### src/rtl/qproj_tile_sequencer_if.sv
`default_nettype none
// +----------------------------------------------------------------------------------+
// | qproj_tile_sequencer_if - tile-in, datapath and result-out bundle  (Rev 1.0)     |
// +----------------------------------------------------------------------------------+
interface qproj_tile_sequencer_if #(
   parameter int TILE_CNT_W = 8
);
   logic                  tile_valid;
   logic                  tile_ready;
   logic [127:0]          tile_a;
   logic [127:0]          tile_b;

   logic                  bb_write_en;
   logic [127:0]          bb_matrix_a;
   logic [127:0]          bb_matrix_b;
   logic                  bb_tile_done;
   logic                  bb_valid;
   logic [511:0]          bb_matrix_c;

   logic                  res_valid;
   logic                  res_ready;
   logic [511:0]          res_data;
   logic [TILE_CNT_W-1:0] res_idx;

   // Sequencer side.
   modport master (
      input  tile_valid, tile_a, tile_b, bb_valid, bb_matrix_c, res_ready,
      output tile_ready, bb_write_en, bb_matrix_a, bb_matrix_b, bb_tile_done,
             res_valid, res_data, res_idx
   );

   // Tile source, datapath and result sink side.
   modport slave (
      output tile_valid, tile_a, tile_b, bb_valid, bb_matrix_c, res_ready,
      input  tile_ready, bb_write_en, bb_matrix_a, bb_matrix_b, bb_tile_done,
             res_valid, res_data, res_idx
   );
endinterface
`default_nettype wire

### src/rtl/qproj_tile_sequencer.sv
`default_nettype none
// +----------------------------------------------------------------------------------+
// | qproj_tile_sequencer - one-tile-in-flight Q-proj sequencer; QPROJ_SEQ_PERF_EN     |
// | adds busy/stall perf counters.                                      (Rev 1.0)     |
// +----------------------------------------------------------------------------------+
module qproj_tile_sequencer #(
   parameter int DRAIN_CYCLES = 11,
   parameter int TILE_CNT_W   = 8
) (
   input  logic                  clk,
   input  logic                  rst_n,
   input  logic                  start,
   input  logic [TILE_CNT_W-1:0] num_tiles,
   output logic                  busy,
   output logic                  done,
   output logic                  err,
`ifdef QPROJ_SEQ_PERF_EN
   output logic [31:0]           perf_busy_cycles,
   output logic [31:0]           perf_stall_cycles,
`endif
   qproj_tile_sequencer_if.master bus
);

   localparam int CNT_W = $clog2(DRAIN_CYCLES + 1);

   generate
      if (DRAIN_CYCLES < 9) begin : g_drain_range_bad
         $error("qproj_tile_sequencer: DRAIN_CYCLES must be >= 9");
      end
   endgenerate

   typedef enum logic [2:0] {
      S_IDLE    = 3'd0,
      S_LOAD    = 3'd1,
      S_COMPUTE = 3'd2,
      S_CAPTURE = 3'd3,
      S_OUTPUT  = 3'd4
   } state_t;

   state_t                state;
   state_t                state_nxt;

   logic [CNT_W-1:0]      drain_cnt;
   logic [TILE_CNT_W-1:0] tile_total;
   logic [TILE_CNT_W-1:0] res_idx;
   logic [127:0]          mat_a;
   logic [127:0]          mat_b;
   logic [511:0]          res_data;
   logic                  write_en;
   logic                  tile_done;
   logic                  res_valid;

   logic                  start_acc;
   logic                  tile_hs;
   logic                  res_hs;
   logic                  last_tile;
   logic                  drain_hit;
   logic                  cap_take;
   logic                  cap_timeout;
   logic                  stray_valid;

   assign start_acc   = start && (state == S_IDLE);
   assign tile_hs     = (state == S_LOAD) && bus.tile_valid;
   assign res_hs      = (state == S_OUTPUT) && bus.res_ready;
   assign last_tile   = (res_idx == tile_total - TILE_CNT_W'(1));
   assign drain_hit   = (state == S_COMPUTE) && (drain_cnt == CNT_W'(1));
   // tile_done is high only in the first CAPTURE cycle, so its absence marks the
   // second (final) cycle of the bb_valid wait window.
   assign cap_timeout = (state == S_CAPTURE) && !bus.bb_valid && !tile_done;
   assign cap_take    = (state == S_CAPTURE) && (bus.bb_valid || !tile_done);
   assign stray_valid = bus.bb_valid && (state != S_CAPTURE);

   always_ff @(posedge clk or negedge rst_n) begin
      if (!rst_n) begin
         state <= S_IDLE;
      end else begin
         state <= state_nxt;
      end
   end

   always_comb begin
      state_nxt = state;
      case (state)
         S_IDLE:    if (start && (num_tiles != '0)) state_nxt = S_LOAD;
         S_LOAD:    if (bus.tile_valid)             state_nxt = S_COMPUTE;
         S_COMPUTE: if (drain_hit)                  state_nxt = S_CAPTURE;
         S_CAPTURE: if (cap_take)                   state_nxt = S_OUTPUT;
         S_OUTPUT:  if (bus.res_ready)              state_nxt = last_tile ? S_IDLE : S_LOAD;
         default:                                   state_nxt = S_IDLE;
      endcase
   end

   always_ff @(posedge clk or negedge rst_n) begin
      if (!rst_n) begin
         busy       <= 1'b0;
         done       <= 1'b0;
         err        <= 1'b0;
         write_en   <= 1'b0;
         tile_done  <= 1'b0;
         res_valid  <= 1'b0;
         drain_cnt  <= '0;
         tile_total <= '0;
         res_idx    <= '0;
         mat_a      <= '0;
         mat_b      <= '0;
         res_data   <= '0;
      end else begin
         busy      <= (state_nxt != S_IDLE);
         done      <= (start_acc && (num_tiles == '0)) || (res_hs && last_tile);
         write_en  <= tile_hs;
         tile_done <= drain_hit;

         if (start_acc && (num_tiles != '0)) begin
            tile_total <= num_tiles;
            res_idx    <= '0;
         end

         if (tile_hs) begin
            mat_a     <= bus.tile_a;
            mat_b     <= bus.tile_b;
            drain_cnt <= CNT_W'(DRAIN_CYCLES);
         end else if ((state == S_COMPUTE) && (drain_cnt != '0)) begin
            drain_cnt <= drain_cnt - CNT_W'(1);
         end

         if (cap_take) begin
            res_data  <= bus.bb_matrix_c;
            res_valid <= 1'b1;
         end else if (res_hs) begin
            res_valid <= 1'b0;
            if (!last_tile) begin
               res_idx <= res_idx + TILE_CNT_W'(1);
            end
         end

         // A fresh error in the start cycle wins over the clear.
         if (stray_valid || cap_timeout) begin
            err <= 1'b1;
         end else if (start_acc) begin
            err <= 1'b0;
         end
      end
   end

   assign bus.tile_ready   = (state == S_LOAD);
   assign bus.bb_write_en  = write_en;
   assign bus.bb_matrix_a  = mat_a;
   assign bus.bb_matrix_b  = mat_b;
   assign bus.bb_tile_done = tile_done;
   assign bus.res_valid    = res_valid;
   assign bus.res_data     = res_data;
   assign bus.res_idx      = res_idx;

`ifdef QPROJ_SEQ_PERF_EN
   logic stall_now;

   assign stall_now = ((state == S_LOAD) && !bus.tile_valid) || (res_valid && !bus.res_ready);

   always_ff @(posedge clk or negedge rst_n) begin
      if (!rst_n) begin
         perf_busy_cycles  <= '0;
         perf_stall_cycles <= '0;
      end else if (start_acc) begin
         perf_busy_cycles  <= '0;
         perf_stall_cycles <= '0;
      end else begin
         if (busy && (perf_busy_cycles != '1)) begin
            perf_busy_cycles <= perf_busy_cycles + 32'd1;
         end
         if (stall_now && (perf_stall_cycles != '1)) begin
            perf_stall_cycles <= perf_stall_cycles + 32'd1;
         end
      end
   end
`endif

endmodule
`default_nettype wire
### src/flat_wrapper.sv
// flat-port wrapper written by rule: the top's interface ports become plain ports
module qproj_tile_sequencer_flat 
#(
   parameter int DRAIN_CYCLES = 11,
   parameter int TILE_CNT_W   = 8
)
  (clk, rst_n, start, num_tiles, busy, done, err, bus_tile_valid, bus_tile_a, bus_tile_b, bus_bb_valid, bus_bb_matrix_c, bus_res_ready, bus_tile_ready, bus_bb_write_en, bus_bb_matrix_a, bus_bb_matrix_b, bus_bb_tile_done, bus_res_valid, bus_res_data, bus_res_idx);
  qproj_tile_sequencer_if #(.TILE_CNT_W(TILE_CNT_W)) bus_i ();
  input  logic clk;
  input  logic rst_n;
  input  logic start;
  input  logic [TILE_CNT_W-1:0] num_tiles;
  output logic busy;
  output logic done;
  output logic err;
  input wire logic [$bits(bus_i.tile_valid)-1:0] bus_tile_valid;
  input wire logic [$bits(bus_i.tile_a)-1:0] bus_tile_a;
  input wire logic [$bits(bus_i.tile_b)-1:0] bus_tile_b;
  input wire logic [$bits(bus_i.bb_valid)-1:0] bus_bb_valid;
  input wire logic [$bits(bus_i.bb_matrix_c)-1:0] bus_bb_matrix_c;
  input wire logic [$bits(bus_i.res_ready)-1:0] bus_res_ready;
  output wire logic [$bits(bus_i.tile_ready)-1:0] bus_tile_ready;
  output wire logic [$bits(bus_i.bb_write_en)-1:0] bus_bb_write_en;
  output wire logic [$bits(bus_i.bb_matrix_a)-1:0] bus_bb_matrix_a;
  output wire logic [$bits(bus_i.bb_matrix_b)-1:0] bus_bb_matrix_b;
  output wire logic [$bits(bus_i.bb_tile_done)-1:0] bus_bb_tile_done;
  output wire logic [$bits(bus_i.res_valid)-1:0] bus_res_valid;
  output wire logic [$bits(bus_i.res_data)-1:0] bus_res_data;
  output wire logic [$bits(bus_i.res_idx)-1:0] bus_res_idx;
  assign bus_i.tile_valid = bus_tile_valid;
  assign bus_i.tile_a = bus_tile_a;
  assign bus_i.tile_b = bus_tile_b;
  assign bus_i.bb_valid = bus_bb_valid;
  assign bus_i.bb_matrix_c = bus_bb_matrix_c;
  assign bus_i.res_ready = bus_res_ready;
  assign bus_tile_ready = bus_i.tile_ready;
  assign bus_bb_write_en = bus_i.bb_write_en;
  assign bus_bb_matrix_a = bus_i.bb_matrix_a;
  assign bus_bb_matrix_b = bus_i.bb_matrix_b;
  assign bus_bb_tile_done = bus_i.bb_tile_done;
  assign bus_res_valid = bus_i.res_valid;
  assign bus_res_data = bus_i.res_data;
  assign bus_res_idx = bus_i.res_idx;
  qproj_tile_sequencer #(.DRAIN_CYCLES(DRAIN_CYCLES), .TILE_CNT_W(TILE_CNT_W)) u_core (.clk(clk), .rst_n(rst_n), .start(start), .num_tiles(num_tiles), .busy(busy), .done(done), .err(err), .bus(bus_i));
endmodule
### config.mk
export PLATFORM = sky130hd
export DESIGN_NAME = qproj_tile_sequencer_flat
export DESIGN_NICKNAME = d
export VERILOG_FILES = /design/src/rtl/qproj_tile_sequencer_if.sv /design/src/rtl/qproj_tile_sequencer.sv /design/src/flat_wrapper.sv
export SDC_FILE = /design/constraint.sdc
export NUM_CORES = 1
export LEC_CHECK = 0
export CORE_AREA = 2 2 613 615
export CTS_CLUSTER_SIZE = 20
export DETAILED_ROUTE_END_ITERATION = 16
export DIE_AREA = 0 0 615 617
export PLACE_DENSITY = 0.36
export SYNTH_ARGS = -nofsm -noshare
export SYNTH_HDL_FRONTEND = slang
export SYNTH_SLANG_ARGS = --single-unit
### constraint.sdc
create_clock -name clk -period 2.2 [get_ports clk]
set_input_delay 0.55 -clock clk [delete_from_list [all_inputs] [get_ports clk]]
set_output_delay 0.55 -clock clk [all_outputs]
set_load 0.005 [all_outputs]
# After elaboration in Yosys (flattened, before gate mapping)
# Index checks and enable logic that the tools add are counted.
[totals]
n_memories = 0
latch_bits = 0
mem_bits_ro = 0
word_cells = 66
ramBits = 0
output_inout_bits = 783
regBits = 797
[classes]
bitwise_logic = 0
n_mul = 0
magnitude_cmp = 0
shift = 0
n_eq_ne = 7
reduce_logical = 26
div_mod_pow = 0
muxes = 17
add_sub_neg = 3
[ops]
columns = ["op", "n"]
rows = [
  ["8-bit 2-to-1 mux", 4],
  ["3-bit 2-to-1 mux", 5],
  ["3-bit case mux with 5 select lines", 1],
  ["1-bit logical AND", 13],
  ["8-bit by 1-bit adder with 8-bit output (second input constant)", 1],
  ["8-bit equality test", 1],
  ["8-bit zero test", 1],
  ["4-bit 2-to-1 mux", 2],
  ["8-bit nonzero test", 1],
  ["8-bit by 1-bit subtractor with 8-bit output (second input constant)", 1],
  ["3-bit by 2-bit equality test with 1-bit output (second input constant)", 2],
  ["2-bit nonzero test", 3],
  ["1-bit 2-to-1 mux", 5],
  ["4-bit by 1-bit equality test with 1-bit output (second input constant)", 1],
  ["4-bit nonzero test", 1],
  ["4-bit by 1-bit subtractor with 4-bit output (second input constant)", 1],
  ["3-bit by 1-bit equality test with 1-bit output (second input constant)", 1],
  ["3-bit equality test (second input constant)", 1],
  ["3-bit zero test", 1],
  ["1-bit logical OR", 3],
  ["3-bit by 2-bit inequality test with 1-bit output (second input constant)", 1],
  ["3-bit nonzero test", 1],
  ["1-bit zero test", 2],
]

# Logic depth before layout (Yosys ltp)
[depth]
ltp_word = 7
depth_mapped = 8
mapped_depth_nobuf = 8

# Least setup slack after synthesis
# OpenSTA, ideal clock, no wires.
[synth_path]
path_type = "reg2reg"
startpoint = "reg u_core.tile_total[0]"
endpoint = "reg u_core.res_idx[6] (netlist: u_core.bus.res_idx[6])"
n_path_buf = 0
arrival_time_ps = 1864
period_less_slack_ps = 1944
setup_ps = 79
path_stages_with_launch = 9
slack_ps = 256
cell_sequence = "dfrtp_1 -> inv_1 -> ha_1 -> xnor2_1 -> and4b_1 -> a41oi_2 -> nand2_4 -> a2111oi_4 -> mux2i_1"
[synth_between]
elab_chain_len = 5
[synth_rtl]
columns = ["element", "line", "text"]
rows = [
  ["start, declared", "qproj_tile_sequencer.sv:44", "logic [TILE_CNT_W-1:0] tile_total;"],
  ["start signal, assigned", "qproj_tile_sequencer.sv:114", "tile_total <= num_tiles;"],
  ["8-bit by 1-bit subtractor with 8-bit output", "qproj_tile_sequencer.sv:65", "assign last_tile = (res_idx == tile_total - TILE_CNT_W'(1));"],
  ["8-bit equality test", "qproj_tile_sequencer.sv:65", ""],
  ["8-bit 2-to-1 mux", "qproj_tile_sequencer.sv:131", "if (!last_tile) begin"],
  ["8-bit 2-to-1 mux", "qproj_tile_sequencer.sv:129", "end else if (res_hs) begin"],
  ["8-bit 2-to-1 mux", "qproj_tile_sequencer.sv:126", "if (cap_take) begin"],
  ["end signal, assigned", "qproj_tile_sequencer.sv:132", "res_idx <= res_idx + TILE_CNT_W'(1);"],
  ["end, declared", "qproj_tile_sequencer.sv:45", "logic [TILE_CNT_W-1:0] res_idx;"],
]
# No other way between the ends.
# A chain may end at the register's enable or synchronous reset.

# Worst setup path in the final report
[layout_path]
startpoint = "reg u_core.state[2]"
endpoint = "out bus_tile_ready"
[layout_between]
elab_chain_len = 1
[layout_rtl]
columns = ["element", "line", "text"]
rows = [
  ["start, declared", "qproj_tile_sequencer.sv:40", "state_t state;"],
  ["start signal, assigned", "qproj_tile_sequencer.sv:77", "state <= state_nxt;"],
  ["3-bit by 1-bit equality test with 1-bit output", "qproj_tile_sequencer.sv:145", "assign bus.tile_ready = (state == S_LOAD);"],
  ["end, declared", "flat_wrapper.sv:22", "output wire logic [$bits(bus_i.tile_ready)-1:0] bus_tile_ready;"],
]
# No other way between the ends.

==> results.json <==
{
  "fmax_mhz": 444,
  "clock_path_buffers": 4,
  "ff_latch_area_sq_mm": 0.0200,
  "routedWlPerCell_microns": 29.8,
  "row_count": 225,
  "cts-root-buf": "clkbuf_16",
  "synth_seq_area_share_pct": 66.2,
  "fin_ws_ns": -0.0529,
  "final_cells": 9192,
  "end_kind": "output pin",
  "portBuffers": 1564,
  "wl_met1_microns": 84500,
  "max_stage_delay_ns": 0.38,
  "clock-sinks": 797,
  "post-route-period-util_pct": 102,
  "clkPwrFrac_pct": 23.9,
  "synth_seq_cells": 797,
  "nets": 4881,
  "ys_types": 45,
  "drt_wl_total_microns": 274000,
  "wl_met3_microns": 24800,
  "drt_iter0_markers": 1009,
  "crit_fanout": 3,
  "critPathMostFrequentCell": "buf_6",
  "setup_viol": 1,
  "dpl.hpwl_microns": 241000,
  "whs_ns": 0.200,
  "max-slew-margin-rel_pct": 61.6,
  "first_pass_iters": 5,
  "cts_buffers": 112,
  "synth_top_area_share_pct": 66.2,
  "antenna_found_initial": 163,
  "viasPerCell": 2.82,
  "cp_data_arrival_time_ns": 1.70,
  "cp_cell_sequence": "buf_6, nor3b_2, buf_4, buf_6",
  "drcViolationCount": 0,
  "placeableCoreArea_sq_mm": 0.374,
  "synth_edf_count": 0,
  "initial_core_util_pct": 8.06,
  "critPathKind": "flip-flop to output pin",
  "switching_share_pct": 39.6,
  "hold_viol": 0,
  "rsz0062_at_grt": "true",
  "tightest_slew_ns": 0.576,
  "syn2layout_area_growth_pct": 85.7,
  "cap_violations": 0,
  "crit_path_start_kind": "flip-flop",
  "power_density_mw_per_mm2": 1460,
  "syn_area_sq_mm": 0.0301,
  "dieArea_sq_mm": 0.379,
  "io_pins": 1565,
  "leakagePower_nw": 24.0,
  "cpMaxStageDelayCell": "dfrtp_1",
  "clkTransAtPathRegs_ns": 0.06,
  "p_sw_mw": 32.2,
  "power_frac_comb_pct": 42.9,
  "ys_warn_count": 0,
  "min_path_type": "input pin to asynchronous set/reset pin",
  "maxSlewViolCount": 0,
  "cts_max_level": 3,
  "setup_tns_ns": -0.0529,
  "dp_cells": 8949,
  "drive_above_1_share_pct": 30.1,
  "multi_input_area_sq_mm": 0.00960,
  "min_period_ns": 2.25,
  "synth.avg_cell_area_sq_um": 12.9,
  "seq_power_share_pct": 33.2,
  "vias": 25900,
  "grt_pass1_vias": 28000,
  "syn_inst": 2342,
  "path_delay_family": "flip-flops",
  "grt_use_total_pct": 14.0,
  "gr-total-overflow": 0,
  "violations": "negative setup slack",
  "tritoncts": "done",
  "status": "finished, violations left",
  "place.gp.congestion": 0.875,
  "ant_nets": 0,
  "grt_pass1_wl_microns": 340000,
  "n_fill_cell": 42000,
  "yosys.area.top_type": "dfrtp_1",
  "synth_fp_nets": 3129,
  "route.top_layer_used": "met5",
  "crit_required_ns": 1.65,
  "synth_common_cells": "nand2_1, dfrtp_1, mux2_2, buf_2, clkbuf_1",
  "synth_most_common_cell": "nand2_1",
  "yosys-top-cells-area": "dfrtp_1, mux2_2, nand2_1",
  "peakVddDrop_uv": 612,
  "die_h_microns": 617,
  "wl_met2_microns": 154000,
  "die_x_microns": 615,
  "grt_max_degree": 74,
  "async_reset_ff_share_pct": 100,
  "clk-insertion-delay-late_ns": 0.88,
  "path_buf_inv": 3,
  "p_int_mw": 49.2,
  "skew_ns": 0.0716,
  "ys.flop_type": "dfrtp_1"
}
## state kept, by name, summed over array words and instances, names as in the netlist, 3 cells and up
name / count
u_core.bus.res_data: 512
u_core.bus.bb_matrix_a: 128
u_core.bus.bb_matrix_b: 128
u_core.bus.res_idx: 8
u_core.tile_total: 8
u_core.drain_cnt: 4
u_core.state: 3
## path summary, 6_finish.rpt
path,start,endpoint,slack (ns),cells past startpoint
worst max-delay path,u_core.state[2],bus_tile_ready,-0.05,4
worst min-delay path,rst_n,u_core.bus.res_data[309],0.20,2
worst max register to register,u_core.tile_total[0],u_core.busy,0.10,7
worst min register to register,u_core.bus.bb_matrix_b[44],u_core.bus.bb_matrix_b[44],0.47,2
max in group asynchronous,rst_n,u_core.bus.res_data[222],0.92,4
min in group clk,bus_tile_a[111],u_core.bus.bb_matrix_a[111],0.20,3
## what timing repair did
| action | CTS | global route |
|---|---|---|
| setup endpoints to repair | 650 | 2 |
| gates resized for setup | 1438 | 1 |
| endpoints found under the hold margin | 160 | 0 |
| setup buffers | 20 | 4 |
| hold buffers | 1 | 0 |
| pin swaps | 0 | 1 |
## cell type report
cell class / count / share of cell area, %
timing repair buffer: 1756 / 28.9
inverter: 8 / 0.0671
tap: 4994 / 11.2
clock buffer: 156 / 5.67
sequential: 797 / 35.7
clock inverter: 41 / 1.15
multi-input combinational: 1419 / 17.2
antenna: 21 / 0.0940
## layer usage
metal	vias up	track usage (%)
met5	-	0
met1	13000	12.5
li1	11300	-
met4	30	4.02
met3	440	5.68
met2	1186	28.2
## layout by cell type (no fill, tap or decap), types with 9 or more instances in the layout
master,count
buf_12,43
buf_2,136
buf_4,294
buf_6,15
bufinv_16,14
clkbuf_1,24
clkbuf_16,112
clkbuf_8,20
clkdlybuf4s15_1,75
clkdlybuf4s15_2,33
clkdlybuf4s50_1,780
clkinv_2,18
dfrtp_1,765
dfrtp_2,32
diode_2,21
dlygate4sd2_1,376
mux2_2,512
nand2_1,809
xnor2_1,9
## power by group through the flow
stage | sequential [mW] | clock, mW | combinational, mW
3_3_place_gp | 27.4 | 0 | 40.7
4_1_cts | 27.3 | 20.4 | 37.3
5_1_grt | 28.0 | 20.9 | 37.8
3_5_place_dp | 27.4 | 0 | 40.7
6_report | 27.0 | 19.5 | 34.9
2_1_floorplan | 26.2 | 0 | 9.66
## kinds of logic (layout without fill, tap and decap cells)
family	Yosys count	count (layout)	synth area share [%]
and+or+nand+nor	856	856	11.1
DFF	797	797	66.2
muxes	520	520	19.4
buffers and inverters	126	1961	1.97
AOI/OAI and AO/OA	27	27	0.785
xor gates and xnor gates	11	11	0.320
adders and majority gates	5	5	0.208
other	0	21	0
## through the flow
stage               area [sq um]  utilization [%]  power (mW)  setup slack (ns)
floorplan                  30100                -        35.9             0.256
global placement           52900             14.2        68.1            -0.330
detailed placement         52900             14.2        68.2            -0.316
CTS                        55800             14.9        85.0            -0.199
global route               55900             15.0        86.7            -0.192
finish                     55900             15.0        81.4           -0.0529
Power figures use the tool's default switching activity.
